**config.mk**
```make
export PLATFORM = sky130hd
export DESIGN_NAME = lifo_stack_flat
export DESIGN_NICKNAME = d
export VERILOG_FILES = /design/src/rtl/lifo_stack_if.sv /design/src/rtl/lifo_stack.sv /design/src/flat_wrapper.sv
export SDC_FILE = /design/constraint.sdc
export NUM_CORES = 1
export LEC_CHECK = 0
export CAP_MARGIN = 15
export CORE_MARGIN = 2
export CORE_UTILIZATION = 60
export CTS_CLUSTER_SIZE = 14
export DETAILED_ROUTE_END_ITERATION = 8
export PLACE_DENSITY = 0.8
export SLEW_MARGIN = 20
export SYNTH_ARGS = -nofsm -noshare
export SYNTH_HDL_FRONTEND = slang
export SYNTH_SLANG_ARGS = --single-unit
```
**constraint.sdc**
```tcl
create_clock -name clk -period 8.2 [get_ports clk]
set_input_delay 0.82 -clock clk [delete_from_list [all_inputs] [get_ports clk]]
set_output_delay 0.82 -clock clk [all_outputs]
set_load 0.02 [all_outputs]
```
**src/rtl/lifo_stack_if.sv**
```systemverilog
// Stack port between the processor (master) and lifo_stack (slave).
// Carries push/pop strobes, write data, top-of-stack data and status.
interface lifo_stack_if #(
    parameter int unsigned WIDTH = 8,
    parameter int unsigned CNT_W = 5
);
    logic             push;
    logic             pop;
    logic [WIDTH-1:0] data_in;
    logic [WIDTH-1:0] data_out;
    logic             full;
    logic             empty;
    logic [CNT_W-1:0] count;
    logic             push_err;
    logic             pop_err;

    modport master (
        output push, pop, data_in,
        input  data_out, full, empty, count, push_err, pop_err
    );

    modport slave (
        input  push, pop, data_in,
        output data_out, full, empty, count, push_err, pop_err
    );
endinterface

```
**src/rtl/lifo_stack.sv**
```systemverilog
// LIFO stack with synchronous-write storage and show-ahead top-of-stack output.
// Optional sticky error flags are built only when LIFO_STACK_ERR_FLAGS_EN is defined.
module lifo_stack #(
    parameter int unsigned WIDTH = 8,
    parameter int unsigned DEPTH = 16,
    parameter int unsigned CNT_W = 5
) (
    input logic         clk,
    input logic         resetN,
    lifo_stack_if.slave bus
);
    localparam int unsigned AW = (DEPTH > 1) ? $clog2(DEPTH) : 1;

    logic [WIDTH-1:0] mem [DEPTH];
    logic [CNT_W-1:0] sp_q, sp_d;
    logic [AW-1:0]    top_idx, wr_idx;
    logic             wr_en;
    logic             empty, full;

    assign empty   = (sp_q == '0);
    assign full    = (sp_q == CNT_W'(DEPTH));
    assign top_idx = AW'(sp_q - CNT_W'(1));

    always_comb begin
        sp_d   = sp_q;
        wr_en  = 1'b0;
        wr_idx = AW'(sp_q);
        case ({bus.push, bus.pop})
            2'b11: begin
                // Simultaneous push/pop replaces the top; on empty only the push survives.
                wr_en = 1'b1;
                if (empty) begin
                    wr_idx = '0;
                    sp_d   = CNT_W'(1);
                end else begin
                    wr_idx = top_idx;
                end
            end
            2'b10: begin
                if (!full) begin
                    wr_en = 1'b1;
                    sp_d  = sp_q + CNT_W'(1);
                end
            end
            2'b01: begin
                if (!empty) sp_d = sp_q - CNT_W'(1);
            end
            default: ;
        endcase
    end

    always_ff @(posedge clk) begin
        if (!resetN) sp_q <= '0;
        else         sp_q <= sp_d;
    end

    // Storage is intentionally not cleared by reset.
    always_ff @(posedge clk) begin
        if (resetN && wr_en) mem[wr_idx] <= bus.data_in;
    end

    assign bus.data_out = empty ? '0 : mem[top_idx];
    assign bus.full     = full;
    assign bus.empty    = empty;
    assign bus.count    = sp_q;

`ifdef LIFO_STACK_ERR_FLAGS_EN
    logic push_err_q, pop_err_q;
    logic push_ovf, pop_unf;

    assign push_ovf = bus.push && !bus.pop && full;
    assign pop_unf  = bus.pop && empty;

    always_ff @(posedge clk) begin
        if (!resetN) begin
            push_err_q <= 1'b0;
            pop_err_q  <= 1'b0;
        end else begin
            if (push_ovf) push_err_q <= 1'b1;
            if (pop_unf)  pop_err_q  <= 1'b1;
        end
    end

    assign bus.push_err = push_err_q;
    assign bus.pop_err  = pop_err_q;
`else
    assign bus.push_err = 1'b0;
    assign bus.pop_err  = 1'b0;
`endif
endmodule

```
**src/flat_wrapper.sv**
```systemverilog
// flat-port wrapper written by rule: the top's interface ports become plain ports
module lifo_stack_flat 
#(
    parameter int unsigned WIDTH = 8,
    parameter int unsigned DEPTH = 16,
    parameter int unsigned CNT_W = 5
)
  (clk, resetN, bus_push, bus_pop, bus_data_in, bus_data_out, bus_full, bus_empty, bus_count, bus_push_err, bus_pop_err);
  lifo_stack_if #(.WIDTH(WIDTH), .CNT_W(CNT_W)) bus_i ();
  input logic clk;
  input logic resetN;
  input wire logic [$bits(bus_i.push)-1:0] bus_push;
  input wire logic [$bits(bus_i.pop)-1:0] bus_pop;
  input wire logic [$bits(bus_i.data_in)-1:0] bus_data_in;
  output wire logic [$bits(bus_i.data_out)-1:0] bus_data_out;
  output wire logic [$bits(bus_i.full)-1:0] bus_full;
  output wire logic [$bits(bus_i.empty)-1:0] bus_empty;
  output wire logic [$bits(bus_i.count)-1:0] bus_count;
  output wire logic [$bits(bus_i.push_err)-1:0] bus_push_err;
  output wire logic [$bits(bus_i.pop_err)-1:0] bus_pop_err;
  assign bus_i.push = bus_push;
  assign bus_i.pop = bus_pop;
  assign bus_i.data_in = bus_data_in;
  assign bus_data_out = bus_i.data_out;
  assign bus_full = bus_i.full;
  assign bus_empty = bus_i.empty;
  assign bus_count = bus_i.count;
  assign bus_push_err = bus_i.push_err;
  assign bus_pop_err = bus_i.pop_err;
  lifo_stack #(.WIDTH(WIDTH), .DEPTH(DEPTH), .CNT_W(CNT_W)) u_core (.clk(clk), .resetN(resetN), .bus(bus_i));
endmodule
```
==> flow_metrics.tcl, run 1 <==
set metrics [dict create \
    outcome "finished, final reports clean" \
    layout.filler_cells 553 \
    worst-r2r-setup-slack_ps 5180 \
    die-area_mm2 0.0102 \
    timing.final.setup_violations 0 \
    regToRegEndpoint "u_core.mem[4][3]" \
    synth-xor-area-share_pct 0.468 \
    tritoncts "built" \
    grt_antenna_before_repair 0 \
    endpoint_kind_of_the_worst_setup_timing_path "output pin" \
    simple_gate_share_of_the_synthesized_area_pct 4.77 \
    path_depth_of_the_worst_reg2reg_path 7 \
    critPathMaxFanout 38 \
    cts.sink_count 133 \
    synth-main-ff-cell "sky130_fd_sc_hd__edfxtp_1" \
    route.vias.total 2996 \
    largest_family_of_logic_cells_by_synthesized_area "multiplexers" \
    clkLatencyLatePin_ps 520 \
    synth_sequential_area_ratio_pct 70.2 \
    gpl.final_weighted_congestion 0.841 \
    async_reset_ff_share_pct 0 \
    slew_viol_final 0 \
    post-route-min-period_ps 4200 \
    dieHeight_um 101 \
    hold_violations 0 \
    overall_routed_net_length_um 11100 \
    tritoncts.num_buffers 17 \
    drtPass1Iterations 5 \
    final-instance-count-excl-fill 459 \
    critPathLaunchType "flop" \
    clock_slew_seen_by_the_registers_of_the_worst_setup_and_hold_paths_ps 60 \
    multi_input_gate_area_in_the_final_layout_mm2 0.00155 \
    largest_area_contributor_in_the_synthesized_netlist "sky130_fd_sc_hd__edfxtp_1" \
    critical_path.reg2reg.startpoint "u_core.bus.count[1]" \
    maximum_achievable_frequency_mhz 238 \
    synth_commonest_cells "sky130_fd_sc_hd__edfxtp_1 (128), sky130_fd_sc_hd__mux4_2 (32), sky130_fd_sc_hd__nor2_1 (22), sky130_fd_sc_hd__mux2i_1 (16)" \
    post-cts-setup-buffers 0 \
    min_delay_worst_endpoint "u_core.bus.count[4]" \
    flow.area_growth_from_synthesis_pct 15.6 \
    detailedPlacementHpwl_um 6740 \
    timing.critical_path.arrival_ps 3380 \
    skew_ps 7.80 \
    totalNegativeSetupSlack_ps 0 \
    clock_tree.htree_level_count 4 \
    clk_path_buf_depth 2 \
    cts-resized-gates 0 \
    synth_compound_area_share_pct 4.97 \
    grt_pass1_vias 3061 \
    buffer_ports.inserted 26 \
    wire_per_inst_um 24.3 \
    irDropWorstVdd_mv 0.237 \
    seq_area_mm2 0.00395 \
    finalNetCount 356 \
    coreArea_mm2 0.00915 \
    grt_first_pass_wirelength_um 17100 \
    diodes 0 \
    leakage_nw 2.09 \
    post_synth_mux_area_share_pct 15.7 \
    track_usage_pct 23.9 \
    period_share_pct 51.2 \
    reported_max_cap_violation_count 0 \
    yosysTopAreaCellShare_pct 68.4 \
    worst_pin_slew_ps 1030 \
    worstSetupPathType "reg -> out" \
    ratio_of_cells_with_drive_above_1_in_the_final_layout_pct 19.5 \
    rsz_0062_raised_after_global_routing "no" \
    grt_overflow 0 \
    max_slew_margin_pct 31.0 \
    drc_errors 0 \
    syn_area_mm2 0.00562 \
    critical_path_required_ps 7380 \
    post-synth-top-count-cell "sky130_fd_sc_hd__edfxtp_1" \
    clock_tree.root_cell "sky130_fd_sc_hd__clkbuf_8" \
    route.detailed.vias_per_inst 6.53 \
    cells_after_synth 307 \
    detail-route-antenna-nets 0 \
    holdCritStartpoint "u_core.bus.count[4]" \
    number_of_top_level_design_ports 29 \
    syn_avg_cell_area_um2 18.3 \
    die_x_um 101 \
    initial_core_util_pct 61.4 \
    std_cell_rows 35 \
    p_total_mw 2.02 \
    yosys_warnings 0 \
    ys_types 50 \
    number_of_enable_flip_flop_cells_after_synthesis 128 \
    numPlacedInstances 429 \
    min_delay_path_depth 2 \
    synth_area_leaders "sky130_fd_sc_hd__edfxtp_1 (68%), sky130_fd_sc_hd__mux4_2 (13%), sky130_fd_sc_hd__mux2i_1 (2.9%)" \
    post_synthesis_sequential_element_count 133 \
    synthAdderAreaFrac_pct 1.56 \
    grt_max_degree 39 \
    drt_first_iter_violations 291 \
    pwr_density_cell_mw_per_mm2 311 \
    min_path_type "reg -> reg" \
    ctsHoldBuffers 0 \
]
==> cell families (layout without fill, tap and decap cells) <==
| logic type | count (synthesis) | in the layout |
|---|---|---|
| flops | 133 | 133 |
| simple gates | 51 | 51 |
| mux | 48 | 48 |
| compound gates | 38 | 38 |
| buf+inv | 26 | 66 |
| fa+ha+maj | 7 | 7 |
| xor+xnor | 3 | 3 |
| other cells | 1 | 2 |
==> layout by cell type, fill, tap and decap left out, types with 2 or more instances in the layout <==
| cell type | count |
|---|---|
| sky130_fd_sc_hd__bufinv_16 | 3 |
| sky130_fd_sc_hd__buf_4 | 2 |
| sky130_fd_sc_hd__o31ai_1 | 3 |
| sky130_fd_sc_hd__inv_1 | 8 |
| sky130_fd_sc_hd__a31oi_1 | 2 |
| sky130_fd_sc_hd__ha_1 | 7 |
| sky130_fd_sc_hd__nor2_1 | 22 |
| sky130_fd_sc_hd__dfxtp_1 | 4 |
| sky130_fd_sc_hd__clkinv_2 | 8 |
| sky130_fd_sc_hd__o221ai_1 | 3 |
| sky130_fd_sc_hd__nand4b_1 | 2 |
| sky130_fd_sc_hd__nor3b_1 | 2 |
| sky130_fd_sc_hd__nand3_1 | 3 |
| sky130_fd_sc_hd__edfxtp_1 | 128 |
| sky130_fd_sc_hd__o21ai_0 | 5 |
| sky130_fd_sc_hd__clkdlybuf4s50_1 | 26 |
| sky130_fd_sc_hd__o21a_1 | 2 |
| sky130_fd_sc_hd__nand2_1 | 8 |
| sky130_fd_sc_hd__xor2_1 | 2 |
| sky130_fd_sc_hd__o211ai_1 | 3 |
| sky130_fd_sc_hd__nor3_1 | 2 |
| sky130_fd_sc_hd__clkbuf_16 | 16 |
| sky130_fd_sc_hd__mux4_2 | 32 |
| sky130_fd_sc_hd__conb_1 | 2 |
| sky130_fd_sc_hd__a32oi_1 | 2 |
| sky130_fd_sc_hd__mux2i_1 | 16 |
| sky130_fd_sc_hd__o22ai_1 | 8 |
| sky130_fd_sc_hd__nor2b_1 | 2 |
==> critical path, cell delays in order (launching register included) <==
cell,delay (ps)
sky130_fd_sc_hd__dfxtp_1,530
sky130_fd_sc_hd__inv_1,180
sky130_fd_sc_hd__ha_1,310
sky130_fd_sc_hd__buf_4,450
sky130_fd_sc_hd__mux4_2,330
sky130_fd_sc_hd__mux2i_1,90
sky130_fd_sc_hd__o22ai_1,290
sky130_fd_sc_hd__clkdlybuf4s50_1,670
==> layout make-up <==
cell class / count / share of cell area [%]
flip-flops and latches: 133 / 60.8
clock inverters: 13 / 2.18
repair buffers: 28 / 4.24
multi-input cells: 149 / 23.9
well taps: 111 / 2.14
inverters: 8 / 0.462
clock buffers: 17 / 6.38
==> report_power, final <==
| group | internal, mW | leakage (nW) | switching [mW] |
|---|---|---|---|
| combinational | 0.241 | 0.614 | 0.290 |
| sequential | 0.764 | 1.19 | 0.0129 |
| clock | 0.453 | 0.280 | 0.261 |
==> stage by stage <==
stage          setup slack (ps)  instance area [um^2]  utilization (%)  hold WS, ps
2_1_floorplan              4740                  5620                -          708
3_3_place_gp               4640                  5940             64.9          605
3_5_place_dp               4600                  5940             64.9          624
4_1_cts                    4060                  6490             71.0          637
5_1_grt                    3890                  6490             71.0          730
6_report                   4000                  6490             71.0          639
==> state kept, by name, summed over array words and instances, names as in the netlist <==
name,count
u_core.mem,128
u_core.bus.count,5
==> layer usage <==
metal,GRT usage (%),up-vias,part of all wire [%],wire length (um)
met3,7.49,22,7.1,787
li1,-,1318,-,-
met1,30.3,1510,39,4400
met4,8.96,0,2.2,249
met2,39.0,146,51,5700
met5,0,-,0,0
==> worst max path at each step <==
stage,start,end,slack [ps],cells past startpoint
5_1_grt,u_core.bus.count[1],bus_data_out[6],3890,7
3_5_place_dp,bus_pop,u_core.mem[13][1],4600,7
2_1_floorplan,u_core.bus.count[0],bus_data_out[1],4740,9
3_3_place_gp,bus_pop,u_core.mem[13][5],4640,7
6_report,u_core.bus.count[1],bus_data_out[6],4000,7
4_1_cts,u_core.bus.count[1],bus_data_out[6],4060,7
Power figures use the tool's default switching activity.
==> run 2: changes to the inputs <==
--- a/config.mk
+++ b/config.mk
@@ -7,10 +7,10 @@
 export LEC_CHECK = 0
 export CAP_MARGIN = 15
 export CORE_MARGIN = 2
-export CORE_UTILIZATION = 60
+export CORE_UTILIZATION = 59
 export CTS_CLUSTER_SIZE = 14
 export DETAILED_ROUTE_END_ITERATION = 8
-export PLACE_DENSITY = 0.8
+export PLACE_DENSITY = 0.79
 export SLEW_MARGIN = 20
 export SYNTH_ARGS = -nofsm -noshare
 export SYNTH_HDL_FRONTEND = slang
==> constraint.sdc (replaced) <==
create_clock -name clk -period 3.9 [get_ports clk]
set_input_delay 0.39 -clock clk [delete_from_list [all_inputs] [get_ports clk]]
set_output_delay 0.39 -clock clk [all_outputs]
set_load 0.02 [all_outputs]
==> flow_metrics.tcl, run 2 (synthesis results as in run 1) <==
set metrics [dict create \
    outcome "finished, final reports clean" \
    irDropWorstVdd_mv 0.374 \
    period_share_pct 93.6 \
    critical_path_required_ps 3510 \
    highest-signal-layer "met4" \
    swShare_pct 28.0 \
    grt_overflow 0 \
    std_cell_rows 35 \
    routedLengthMet1_um 4510 \
    cts.sink_count 133 \
    p_total_mw 4.37 \
    p_int_mw 3.15 \
    clkLatencyLatePin_ps 530 \
    dieHeight_um 102 \
    share_comb_of_total_power_pct 25.4 \
    clk_path_buf_depth 2 \
    totalNegativeSetupSlack_ps 0 \
    slew_viol_final 0 \
    route.detailed.vias_per_inst 6.26 \
    maximum_achievable_frequency_mhz 274 \
    post-cts-setup-buffers 0 \
    clock_tree.root_cell "sky130_fd_sc_hd__clkbuf_8" \
    layout.cells.most_common "sky130_fd_sc_hd__edfxtp_1" \
    overall_routed_net_length_um 10900 \
    pwr_density_cell_mw_per_mm2 665 \
    grt_pass1_vias 2969 \
    flow.area_growth_from_synthesis_pct 17.0 \
    timing.final.setup_violations 0 \
    gpl.final_weighted_congestion 0.851 \
    tritoncts.num_buffers 17 \
    timing.critical_path.arrival_ps 3260 \
    largest-register "u_core.mem" \
    critPathLaunchType "flop" \
    coreArea_mm2 0.00924 \
    total_switching_power_mw 1.22 \
    drc_errors 0 \
    initial_core_util_pct 60.8 \
    number_of_top_level_design_ports 29 \
    drt_first_iter_violations 351 \
    critPathMaxFanout 38 \
    diodes 0 \
    final-instance-count-excl-fill 479 \
    numPlacedInstances 448 \
    drtPass1Iterations 5 \
    final_design_area_no_fill_mm2 0.00657 \
    rsz_0062_raised_after_global_routing "no" \
    worst_pin_slew_ps 877 \
    dpl-instance-area_mm2 0.00597 \
    max_slew_margin_pct 41.3 \
    ratio_of_cells_with_drive_above_1_in_the_final_layout_pct 19.7 \
    die_x_um 102 \
    buffer_ports.inserted 26 \
    grt_max_degree 39 \
    ctsHoldBuffers 0 \
    met2_wirelength_um 5400 \
    leakage_nw 2.10 \
    final_cell_mix "sky130_fd_sc_hd__edfxtp_1 (128), sky130_fd_sc_hd__mux4_2 (32), sky130_fd_sc_hd__clkdlybuf4s50_1 (26)" \
    worstSetupPathType "reg -> out" \
    clock_slew_seen_by_the_registers_of_the_worst_setup_and_hold_paths_ps 60 \
    largest_register_ff_count 128 \
    track_usage_pct 23.2 \
    skew_ps 6.44 \
    met3WireLength_um 860 \
    tritoncts "built" \
    die-area_mm2 0.0103 \
    route.vias.total 3000 \
    post-route-min-period_ps 3650 \
    grt_antenna_before_repair 0 \
    cts-resized-gates 0 \
    min_path_type "in -> reg" \
    p_clk_share_pct 37.0 \
    hold_violations 0 \
    clock_tree.htree_level_count 4 \
    worst_path_setup_slack_after_routing_ps 249 \
    endpoint_kind_of_the_worst_setup_timing_path "output pin" \
    wire_per_inst_um 22.9 \
    place_ws_ps 655 \
    grt_first_pass_wirelength_um 17100 \
    detailedPlacementHpwl_um 6600 \
    detail-route-antenna-nets 0 \
    finalNetCount 357 \
    power.share.sequential_pct 37.6 \
    reported_max_cap_violation_count 0 \
]
==> run 2: final timing paths <==
path                            start             endpoint  slack (ps)  cells after the start
hold / removal                 resetN  u_core.bus.count[0]         630                      2
setup / recovery  u_core.bus.count[0]      bus_data_out[5]         250                      7
hold reg to reg   u_core.bus.count[4]  u_core.bus.count[4]         630                      2
setup reg to reg  u_core.bus.count[0]     u_core.mem[1][1]         830                      7
==> run 2: cell type report <==
class / count / area, um^2
Clock inverter: 13 / 181
Tap cell: 129 / 161
Fill cell: 555 / 2670
Inverter: 8 / 30.0
Clock buffer: 18 / 418
Multi-Input combinational cell: 149 / 1550
Timing Repair Buffer: 29 / 287
Sequential cell: 133 / 3950
==> run 2: critical path, cell delays in order, from the launching register on <==
cell	delay [ps]
sky130_fd_sc_hd__dfxtp_2	540
sky130_fd_sc_hd__inv_1	210
sky130_fd_sc_hd__ha_1	370
sky130_fd_sc_hd__buf_6	340
sky130_fd_sc_hd__mux4_2	360
sky130_fd_sc_hd__mux2i_1	220
sky130_fd_sc_hd__o22ai_1	140
sky130_fd_sc_hd__clkdlybuf4s50_1	560
==> run 2: through the flow <==
stage          hold WS (ps)  utilization, %
3_5_place_dp            615            64.6
5_1_grt                 629            71.1
6_report                629            71.1
4_1_cts                 597            71.1
2_1_floorplan           489               -
3_3_place_gp            608            64.6
==> run 2: layer usage <==
layer	global-route usage, %	vias up
li1	-	1319
met1	33.2	1507
met2	35.7	154
met3	5.52	20
met4	8.11	0
met5	0	-
==> run 2: power by group through the flow <==
stage               Combinational [mW]  Clock [mW]  Sequential (mW)
floorplan                        0.797           0             1.65
global placement                  1.08           0             1.67
detailed placement                1.10           0             1.67
CTS                               1.11        1.62             1.65
global route                      1.18        1.68             1.65
finish                            1.11        1.62             1.64
